===== config.mk =====
export PLATFORM = sky130hd
export DESIGN_NAME = reg_move_sequencer
export DESIGN_NICKNAME = d
export VERILOG_FILES = /design/src/rtl/reg_move_sequencer.sv
export SDC_FILE = /design/constraint.sdc
export NUM_CORES = 1
export LEC_CHECK = 0
export CAP_MARGIN = 20
export CORE_ASPECT_RATIO = 1.25
export CORE_MARGIN = 2
export CORE_UTILIZATION = 26
export CTS_CLUSTER_SIZE = 8
export DETAILED_ROUTE_END_ITERATION = 16
export DONT_BUFFER_PORTS = 1
export PLACE_DENSITY = 0.47
export SYNTH_ARGS = -nofsm -noshare
export SYNTH_HDL_FRONTEND = slang
export SYNTH_SLANG_ARGS = --single-unit

===== constraint.sdc =====
create_clock -name clk -period 2.77 [get_ports clk]
set_clock_uncertainty 0.1 [all_clocks]
set_input_delay 0.277 -clock clk [delete_from_list [all_inputs] [get_ports clk]]
set_output_delay 0.277 -clock clk [all_outputs]
set_load 0.05 [all_outputs]

===== src/rtl/reg_move_sequencer.sv =====
// MOV8 register-to-register move sequencer: select source, load destination, release.
// All control outputs are registered from the next-state decode so sel/ld are glitch-free.
module reg_move_sequencer #(
    parameter int SEL_CYCLES  = 2,
    parameter int LD_CYCLES   = 2,
    parameter int HOLD_CYCLES = 1
) (
    input  logic       clk,
    input  logic       reset,
    input  logic       req,
    input  logic [2:0] src,
    input  logic [2:0] dst,
    output logic       ack,
    output logic [7:0] sel,
    output logic [7:0] ld,
    output logic       busy,
    output logic       done,
    output logic [7:0] xfer_count
);

    // Phase lengths are expected to fit in 8 bits.
    typedef logic [7:0] cnt_t;

    typedef enum logic [2:0] {
        IDLE,
        SELECT,
        LOAD,
        HOLD,
        DONE
    } state_t;

    state_t     state, state_n;
    cnt_t       cnt, cnt_n;
    logic [2:0] src_l, src_n;
    logic [2:0] dst_l, dst_n;
    logic [7:0] count_n;
    logic       ack_n, busy_n, done_n;
    logic [7:0] sel_n, ld_n;
    logic       last;

    always_comb begin
        state_n = state;
        cnt_n   = cnt;
        src_n   = src_l;
        dst_n   = dst_l;
        count_n = xfer_count;
        last    = (cnt == cnt_t'(1));

        case (state)
            IDLE: begin
                if (req) begin
                    state_n = SELECT;
                    cnt_n   = cnt_t'(SEL_CYCLES);
                    src_n   = src;
                    dst_n   = dst;
                end
            end
            SELECT: begin
                if (last) begin
                    state_n = LOAD;
                    cnt_n   = cnt_t'(LD_CYCLES);
                end else begin
                    cnt_n = cnt - cnt_t'(1);
                end
            end
            LOAD: begin
                if (last) begin
                    state_n = HOLD;
                    cnt_n   = cnt_t'(HOLD_CYCLES);
                end else begin
                    cnt_n = cnt - cnt_t'(1);
                end
            end
            HOLD: begin
                if (last) begin
                    state_n = DONE;
                    count_n = xfer_count + 8'd1;
                end else begin
                    cnt_n = cnt - cnt_t'(1);
                end
            end
            DONE:    state_n = IDLE;
            default: state_n = IDLE;
        endcase

        // Outputs are decoded from the upcoming state and registered alongside it.
        ack_n  = (state == IDLE) && (state_n == SELECT);
        busy_n = (state_n != IDLE);
        done_n = (state_n == DONE);
        sel_n  = '0;
        ld_n   = '0;
        if ((state_n == SELECT || state_n == LOAD || state_n == HOLD) && (src_n != dst_n))
            sel_n = 8'b1 << src_n;
        if (state_n == LOAD)
            ld_n = 8'b1 << dst_n;
    end

    always_ff @(posedge clk or posedge reset) begin
        if (reset) begin
            state      <= IDLE;
            cnt        <= '0;
            src_l      <= '0;
            dst_l      <= '0;
            xfer_count <= '0;
            ack        <= 1'b0;
            busy       <= 1'b0;
            done       <= 1'b0;
            sel        <= '0;
            ld         <= '0;
        end else begin
            state      <= state_n;
            cnt        <= cnt_n;
            src_l      <= src_n;
            dst_l      <= dst_n;
            xfer_count <= count_n;
            ack        <= ack_n;
            busy       <= busy_n;
            done       <= done_n;
            sel        <= sel_n;
            ld         <= ld_n;
        end
    end

endmodule


---- Word-level counts from Yosys, hierarchy flattened ----
Cells that the tools add are included.
W data, S select, Z words.
cells by class
  add/subtract/negate cells ............... 2
  eq/ne operators ......................... 11
  shifts and indexed selects .............. 2
  mux-type cells .......................... 16
  reductions and logical operators ........ 9
operator list
  kind                   number
  $mux W8                6
  $pmux W8 S4            1
  $mux W3                8
  $shl A1 B3 Y8 const A  2
  $eq A3 B2 Y1 const B   4
  $pmux W3 S4            1
  $add A8 B1 Y8 const B  1
  $eq A8 B1 Y1 const B   1
  $sub A8 B1 Y8 const B  1
  $eq A3 B1 Y1 const B   2
  $ne A2 B2 Y1 const B   2
  $reduce_bool A4 Y1     1
  $eq A3 B3 Y1 const B   1
  $logic_not A3 Y1       1
  $ne A3 B3 Y1           1
  $reduce_and A3 Y1      1
  $reduce_bool A3 Y1     1
  $logic_and A1 B1 Y1    2
  $logic_or A1 B1 Y1     2
  $reduce_and A2 Y1      1
storage, ports and cells
  register bits after elaboration ......... 44
  input bits .............................. 9
  output and inout port bits .............. 27
  logic and storage cells ................. 50

---- Logic depth before layout (Yosys ltp) ----
Gate-level depths: netlist of run 1.
  depth after elaboration ................. 8
  depth in mapped cells ................... 8
  mapped depth without buffers ............ 6

---- Worst setup path before layout of run 1 ----
OpenSTA, ideal clock, no wires.
  kind .................................... reg2reg
  from .................................... reg cnt[1]
  to ...................................... reg xfer_count[1]
  setup time .............................. 0.125 ns
  arrival ................................. 2.004 ns
  path slack .............................. 0.541 ns
  stages on the path, launching flop included .. 8
  clock period less this slack ............ 2.229 ns
  cell sequence ........................... dfrtp_1 > inv_1 > ha_1 > or4b_1 > buf_2 > or3_4 > nor2_2 > mux2_2
on the way
  word-level cells in the longest chain between the ends .. 2
RTL lines
  element                      line  text
  start: declaration           33    cnt_t cnt, cnt_n;
  start signal: assignment     112   cnt <= cnt_n;
  $eq A8 B1 Y1                 47    last = (cnt == cnt_t'(1));
  $reduce_and A2 Y1 (no line)  -
  end signal: assignment       115   xfer_count <= count_n;
  end: declaration             18    output logic [7:0] xfer_count
Every way passes these cells.
A chain may end at the register's enable or synchronous reset.

---- Final worst setup path of run 1 ----
Ends and elaborated chain as after synthesis.

==> impl_metrics.tcl, run 1 <==
set metrics [dict create \
    ir_worst_vdd_uv 239 \
    crit_slowest_cell "or4b_1" \
    dp.final_hpwl_mm 3.00 \
    met3_wirelength_um 143 \
    clkLatencyLatePin_ps 290 \
    cp_cell_sequence "inv_1 -> ha_1 -> or4b_1 -> or3_4 -> nor2_2 -> mux2_2" \
    syn_avg_cell_area_um2 10.5 \
    ctsRootBufferMaster "clkbuf_8" \
    result_of_the_run "finished clean" \
    cts_tree "built" \
    setup_repair_after_global_routing_missed_its_margin "false" \
    top_layer "met4" \
    total_negative_slack_ps 0 \
    post_synth_fa_ha_maj_area_fraction_pct 1.87 \
    classification_of_the_worst_slack_hold_path "input port to register" \
    wl_met2_mm 1.98 \
    synth-seq-cells 44 \
    finalSetupViolations 0 \
    max-cap-violations 0 \
    via_count 1403 \
    most_frequent_standard_cell_in_the_layout_excluding_fill_and_tap_cells "dfrtp_1" \
    postCtsSetupBuffers 0 \
    arrival_time_of_the_worst_setup_path_ps 2410 \
    ys_warn_count 0 \
    grt_usage_pct 10.6 \
    layout_min_cycle_time_ps 2330 \
    power.static_leakage_nw 1.01 \
    design.portCount 36 \
    layout-drive-gt1-share_pct 11.5 \
    synth_simple_gate_area_share_pct 19.9 \
    worstSetupPathType "register to register" \
    most-common-layout-cells "44 x dfrtp_1, 17 x nor2_1, 13 x inv_1, 10 x nand2_1, 10 x a31oi_1" \
    start_util_pct 26.9 \
    antenna_left 0 \
    first_pass_grt_wire_length_mm 6.91 \
    worst_setup_hold_path_clk_slew_ps 80 \
    rows 35 \
    synth-seq-area-share_pct 54.9 \
    pwr_density_cell_nw_per_um2 546 \
    cp_slowest_stage_delay_ps 540 \
    avgRoutedWirePerCell_um 14.0 \
    critPathCaptureType "register" \
    cts_max_path_buffers 2 \
    worst-r2r-setup-slack_ps 440 \
    area_delta_synth_final_pct 13.5 \
    h-tree-depth 2 \
    grt_start_max_net_pins 28 \
    route.layer.met1.wl_mm 1.89 \
    critical_path.startpoint_type "register" \
    final_net_count 211 \
    antenna_violations_before_repair 0 \
    drv_slew 0 \
    detail_route.first_pass.iterations 4 \
    worst_slew_margin_rel_pct 55.1 \
    first_global_vias 1414 \
    cts.sink_count 44 \
    cts_buffers 5 \
    place.port_buffers 0 \
    fillerInstances 774 \
    globalplace.congestion 0.766 \
    die-height_um 102 \
    route.detailed.drc 0 \
    fmaxAchievable_mhz 429 \
    core_area_um2 7440 \
    synth_compound_gate_area_share_pct 11.6 \
    synth.distinct_cells 44 \
    drt-initial-drc-count 81 \
    area_enclosed_by_the_die_boundary_um2 8430 \
    path_max_fanout 6 \
    postSynthCellCount 190 \
    hold_ws_ps 83.6 \
    mean_number_of_vias_per_cell 4.80 \
    crit_required_ps 2850 \
    synth.mux.area_fraction_pct 2.62 \
    syn-cell-area_um2 2000 \
    finalHoldViolations 0 \
    synth_xor_area_share_pct 4.81 \
    postRouteWirelength_mm 4.09 \
    synth_top_family_by_area "simple AND/OR/NAND/NOR gates" \
    overflow 0 \
    slew_at_the_pin_with_the_worst_max_slew_slack_ps 669 \
    period_share_pct 84.2 \
    fp.dieW_um 82.5 \
    antenna_cells 0 \
    post_cts.resized_instances 0 \
    postCtsHoldBufs 3 \
    synth.net_count 202 \
]
[cells in the mapped netlist, drive strengths merged]
master | number | area [µm²]
or4b | 1 | 10.0
o31ai | 1 | 7.51
clkbuf | 2 | 7.51
a21oi | 6 | 30.0
o21bai | 1 | 7.51
or2 | 1 | 6.26
a32oi | 2 | 17.5
nor4b | 2 | 23.8
nand4b | 1 | 8.76
or4 | 1 | 7.51
nor2b | 3 | 18.8
a22oi | 2 | 15.0
buf | 4 | 25.0
o211ai | 3 | 32.5
mux2i | 3 | 30.0
and2 | 1 | 8.76
nand3b | 3 | 22.5
nand3 | 9 | 45.0
nor2 | 18 | 70.1
a21o | 2 | 15.0
dfrtp | 44 | 1100
mux2 | 2 | 22.5
inv | 14 | 52.6
a211oi | 1 | 7.51
a2bb2oi | 1 | 8.76
and3 | 1 | 6.26
or3b | 1 | 8.76
nor4 | 6 | 37.5
nand2 | 10 | 37.5
nand4 | 4 | 25.0
xor2 | 2 | 17.5
or3 | 2 | 17.5
a31oi | 10 | 62.6
nor3 | 9 | 45.0
xnor2 | 9 | 78.8
a211o | 1 | 8.76
ha | 3 | 37.5
o21ai | 4 | 20.0
[cell families (layout without fill, tap and decap cells)]
family / after synthesis / in the layout
fa+ha+maj: 3 / 3
compound gates: 34 / 34
mux: 5 / 5
buf+inv: 20 / 30
simple gates: 73 / 73
flops: 44 / 44
xor+xnor: 11 / 11
[path summary, 6_finish.rpt]
| check | startpoint | endpoint | cells past startpoint |
|---|---|---|---|
| max | cnt[1] | xfer_count[1] | 6 |
| min | src[0] | src_l[0] | 1 |
| max reg2reg | cnt[1] | xfer_count[1] | 6 |
| min reg2reg | cnt[6] | cnt[6] | 1 |
| max in group asynchronous | reset | done | 3 |
| min in group asynchronous | reset | cnt[4] | 2 |
[stage by stage]
stage          utilization (%)  power [mW]  instance area [µm²]  instances  worst slack (ps)
2_1_floorplan                -       0.726                 2000        190               541
3_3_place_gp              28.5       0.738                 2120        281               496
3_5_place_dp              28.5       0.739                 2120        281               413
4_1_cts                   30.6        1.27                 2280        292               402
5_1_grt                   30.6        1.30                 2280        292               223
6_report                  30.6        1.24                 2280        292               439
[critical path: cells and delay by family, from the launching register on]
family | cells | cell delay [ps]
and+or+nand+nor | 3 | 1130
DFF | 1 | 410
muxes | 1 | 350
adders and majority gates | 1 | 150
buffers and inverters | 1 | 80
[metal layers]
layer | GRT usage, % | vias up
met4 | 4.54 | 0
met2 | 17.1 | 30
met5 | 0 | -
li1 | - | 695
met1 | 13.3 | 671
met3 | 2.92 | 7
[final cells by class]
type                    count  area (µm²)  area share (%)
multi-input cells         126         818            36.0
clock buffers               6        82.6            3.63
well taps                  92         115            5.06
flip-flops and latches     44        1100            48.4
repair buffers              8        67.6            2.97
clock inverters             2        38.8            1.70
inverters                  14        52.6            2.31
[power by group]
group | switching [mW] | leakage [nW] | internal, mW
clock | 0.220 | 0.0614 | 0.295
sequential | 0.0240 | 0.572 | 0.651
combinational | 0.0345 | 0.376 | 0.0179
total | 0.279 | 1.01 | 0.964
[flip-flops by register name, indices dropped and copies added (netlist names)]
signal and flops:
ack 1, sel 8, busy 1, done 1, state 3, cnt 8
src_l 3, dst_l 3, xfer_count 8, ld 8
No activity file was read; power rests on OpenSTA's default activity.
==> run 2, diff against run 1 <==
- clock period: 2.77 -> 2.4 ns (I/O delays scaled with it)
==> run 2 against run 1 <==
Sequential share of layout area shrank 0.58 points. Clock power fell by 13%. Via count is 5.1% higher. Die area stayed put. Register-to-register slack worse by 290 ps. Cell count up 2.7%. Fmax up 3.7%. Critical endpoint is now xfer_count[5].
==> impl_metrics.tcl, run 2 (same netlist as run 1, synthesis figures left out) <==
set metrics [dict create \
    timing.rr.end "xfer_count[5]" \
    setup_ws_ps 152 \
    pwr_density_cell_nw_per_um2 561 \
    final_net_count 220 \
    fp.dieW_um 82.5 \
    worstSetupPathType "register to register" \
    timing.rr.start "cnt[1]" \
    slew_at_the_pin_with_the_worst_max_slew_slack_ps 639 \
    number_of_cells_on_the_worst_hold_path 1 \
    fraction_of_power_consumed_by_sequential_logic_pct 60.3 \
    most-common-layout-cells "44 x dfrtp_1, 17 x nor2_1, 14 x buf_4, 13 x inv_1" \
    dp.final_hpwl_mm 3.23 \
    crit_required_ps 2460 \
    avgRoutedWirePerCell_um 14.9 \
    total_negative_slack_ps 0 \
    start_util_pct 26.9 \
    max-cap-violations 0 \
    postRouteWirelength_mm 4.46 \
    layout-drive-gt1-share_pct 14.9 \
    cts_tree "built" \
    overflow 0 \
    area_enclosed_by_the_die_boundary_um2 8430 \
    globalplace.congestion 0.801 \
    rows 35 \
    most_frequent_standard_cell_in_the_layout_excluding_fill_and_tap_cells "dfrtp_1" \
    dpl_worst_slack_ps 156 \
    path_max_fanout 5 \
    classification_of_the_worst_slack_hold_path "input port to register" \
    critPathCaptureType "register" \
    grt_usage_pct 11.3 \
    place.port_buffers 0 \
    worst_setup_hold_path_clk_slew_ps 90 \
    drv_slew 0 \
    worst-r2r-setup-slack_ps 150 \
    via_count 1474 \
    finalSetupViolations 0 \
    ctsRootBufferMaster "clkbuf_8" \
    cts.sink_count 44 \
    timing.critical_path.to "xfer_count[5]" \
    post_cts.resized_instances 0 \
    period_share_pct 93.7 \
    detail_route.first_pass.iterations 4 \
    antenna_violations_before_repair 0 \
    first_pass_grt_wire_length_mm 7.22 \
    rr_worst_depth 8 \
    core_area_um2 7440 \
    fmaxAchievable_mhz 445 \
    finalHoldViolations 0 \
    critical_path.startpoint_type "register" \
    hold_ws_ps 45.3 \
    power.total_mw 1.29 \
    area_delta_synth_final_pct 14.9 \
    final_util_pct 30.9 \
    antenna_cells 0 \
    setup_repair_after_global_routing_missed_its_margin "false" \
    p_switching_mw 0.321 \
    drt-initial-drc-count 56 \
    p_clk_share_pct 34.8 \
    power.static_leakage_nw 1.03 \
    swShare_pct 24.8 \
    h-tree-depth 2 \
    grt_start_max_net_pins 33 \
    cts_buffers 5 \
    cts_max_path_buffers 2 \
    startpoint "cnt[1]" \
    mean_number_of_vias_per_cell 4.91 \
    route.detailed.drc 0 \
    die-height_um 102 \
    arrival_time_of_the_worst_setup_path_ps 2310 \
    worst_slew_margin_rel_pct 57.1 \
    power_report.internal_total_mw 0.971 \
    result_of_the_run "finished clean" \
    design.portCount 36 \
    antenna_left 0 \
    clkLatencyLatePin_ps 300 \
    layout_min_cycle_time_ps 2250 \
    first_global_vias 1492 \
    ir_worst_vdd_uv 253 \
    p_comb_share_pct 4.8 \
]
==> run 2: cell types whose count changed in the layout (fill, tap and decap cells not counted) <==
| cell | before | now |
|---|---|---|
| clkinvlp_4 | 0 | 1 |
| buf_4 | 5 | 14 |
| bufinv_16 | 1 | 0 |
| clkbuf_8 | 6 | 5 |
| clkinv_2 | 0 | 1 |
| clkinv_4 | 1 | 0 |
==> run 2: per-layer routing <==
layer  GRT usage, %  vias up  share of wire (%)
met2           19.7       40                 51
met3           2.92        6                4.4
met1           12.8      717                 43
li1               -      711                  -
met4           4.92        0                2.0
met5              0        -                  0
==> run 2: repair_timing <==
item,4_1_cts,5_1_grt
setup endpoints to repair,0,0
hold buffers,3,0
buffers inserted,0,0
endpoints found under the hold margin,14,0
==> run 2: through the flow <==
stage               area [µm²]  cells
floorplan                 2000    190
global placement          2190    290
detailed placement        2190    290
CTS                       2300    300
global route              2300    300
finish                    2300    300
==> run 2: worst min path at each step <==
stage / startpoint / slack, ps / to
after floorplan: src[1] / 260 / src_l[1]
after global placement: reset / -1 / xfer_count[0]
after detailed placement: reset / 6 / xfer_count[0]
after CTS: src[0] / 40 / src_l[0]
after global routing: src[0] / 50 / src_l[0]
final: src[0] / 50 / src_l[0]
==> run 2: layout make-up <==
type / count / area, µm²
flip-flops and latches: 44 / 1100
clock buffers: 5 / 68.8
repair buffers: 17 / 135
fillers: 786 / 5140
well taps: 92 / 115
multi-input cells: 126 / 818
inverters: 14 / 52.6
clock inverters: 2 / 12.5
==> run 2: power groups by stage <==
stage	Sequential [mW]	Clock (mW)	Combinational, mW
floorplan	0.793	0	0.0445
global placement	0.794	0	0.0594
detailed placement	0.795	0	0.0610
CTS	0.780	0.476	0.0650
global route	0.782	0.501	0.0728
finish	0.779	0.450	0.0626
==> run 2: critical path, cell delays in order (launching register included) <==
cell and delay [ps]:
dfrtp_1 420, inv_1 90, ha_1 150, or4b_1 450
buf_4 170, nor4_1 290, buf_4 180, nand3_1 90
xnor2_1 170
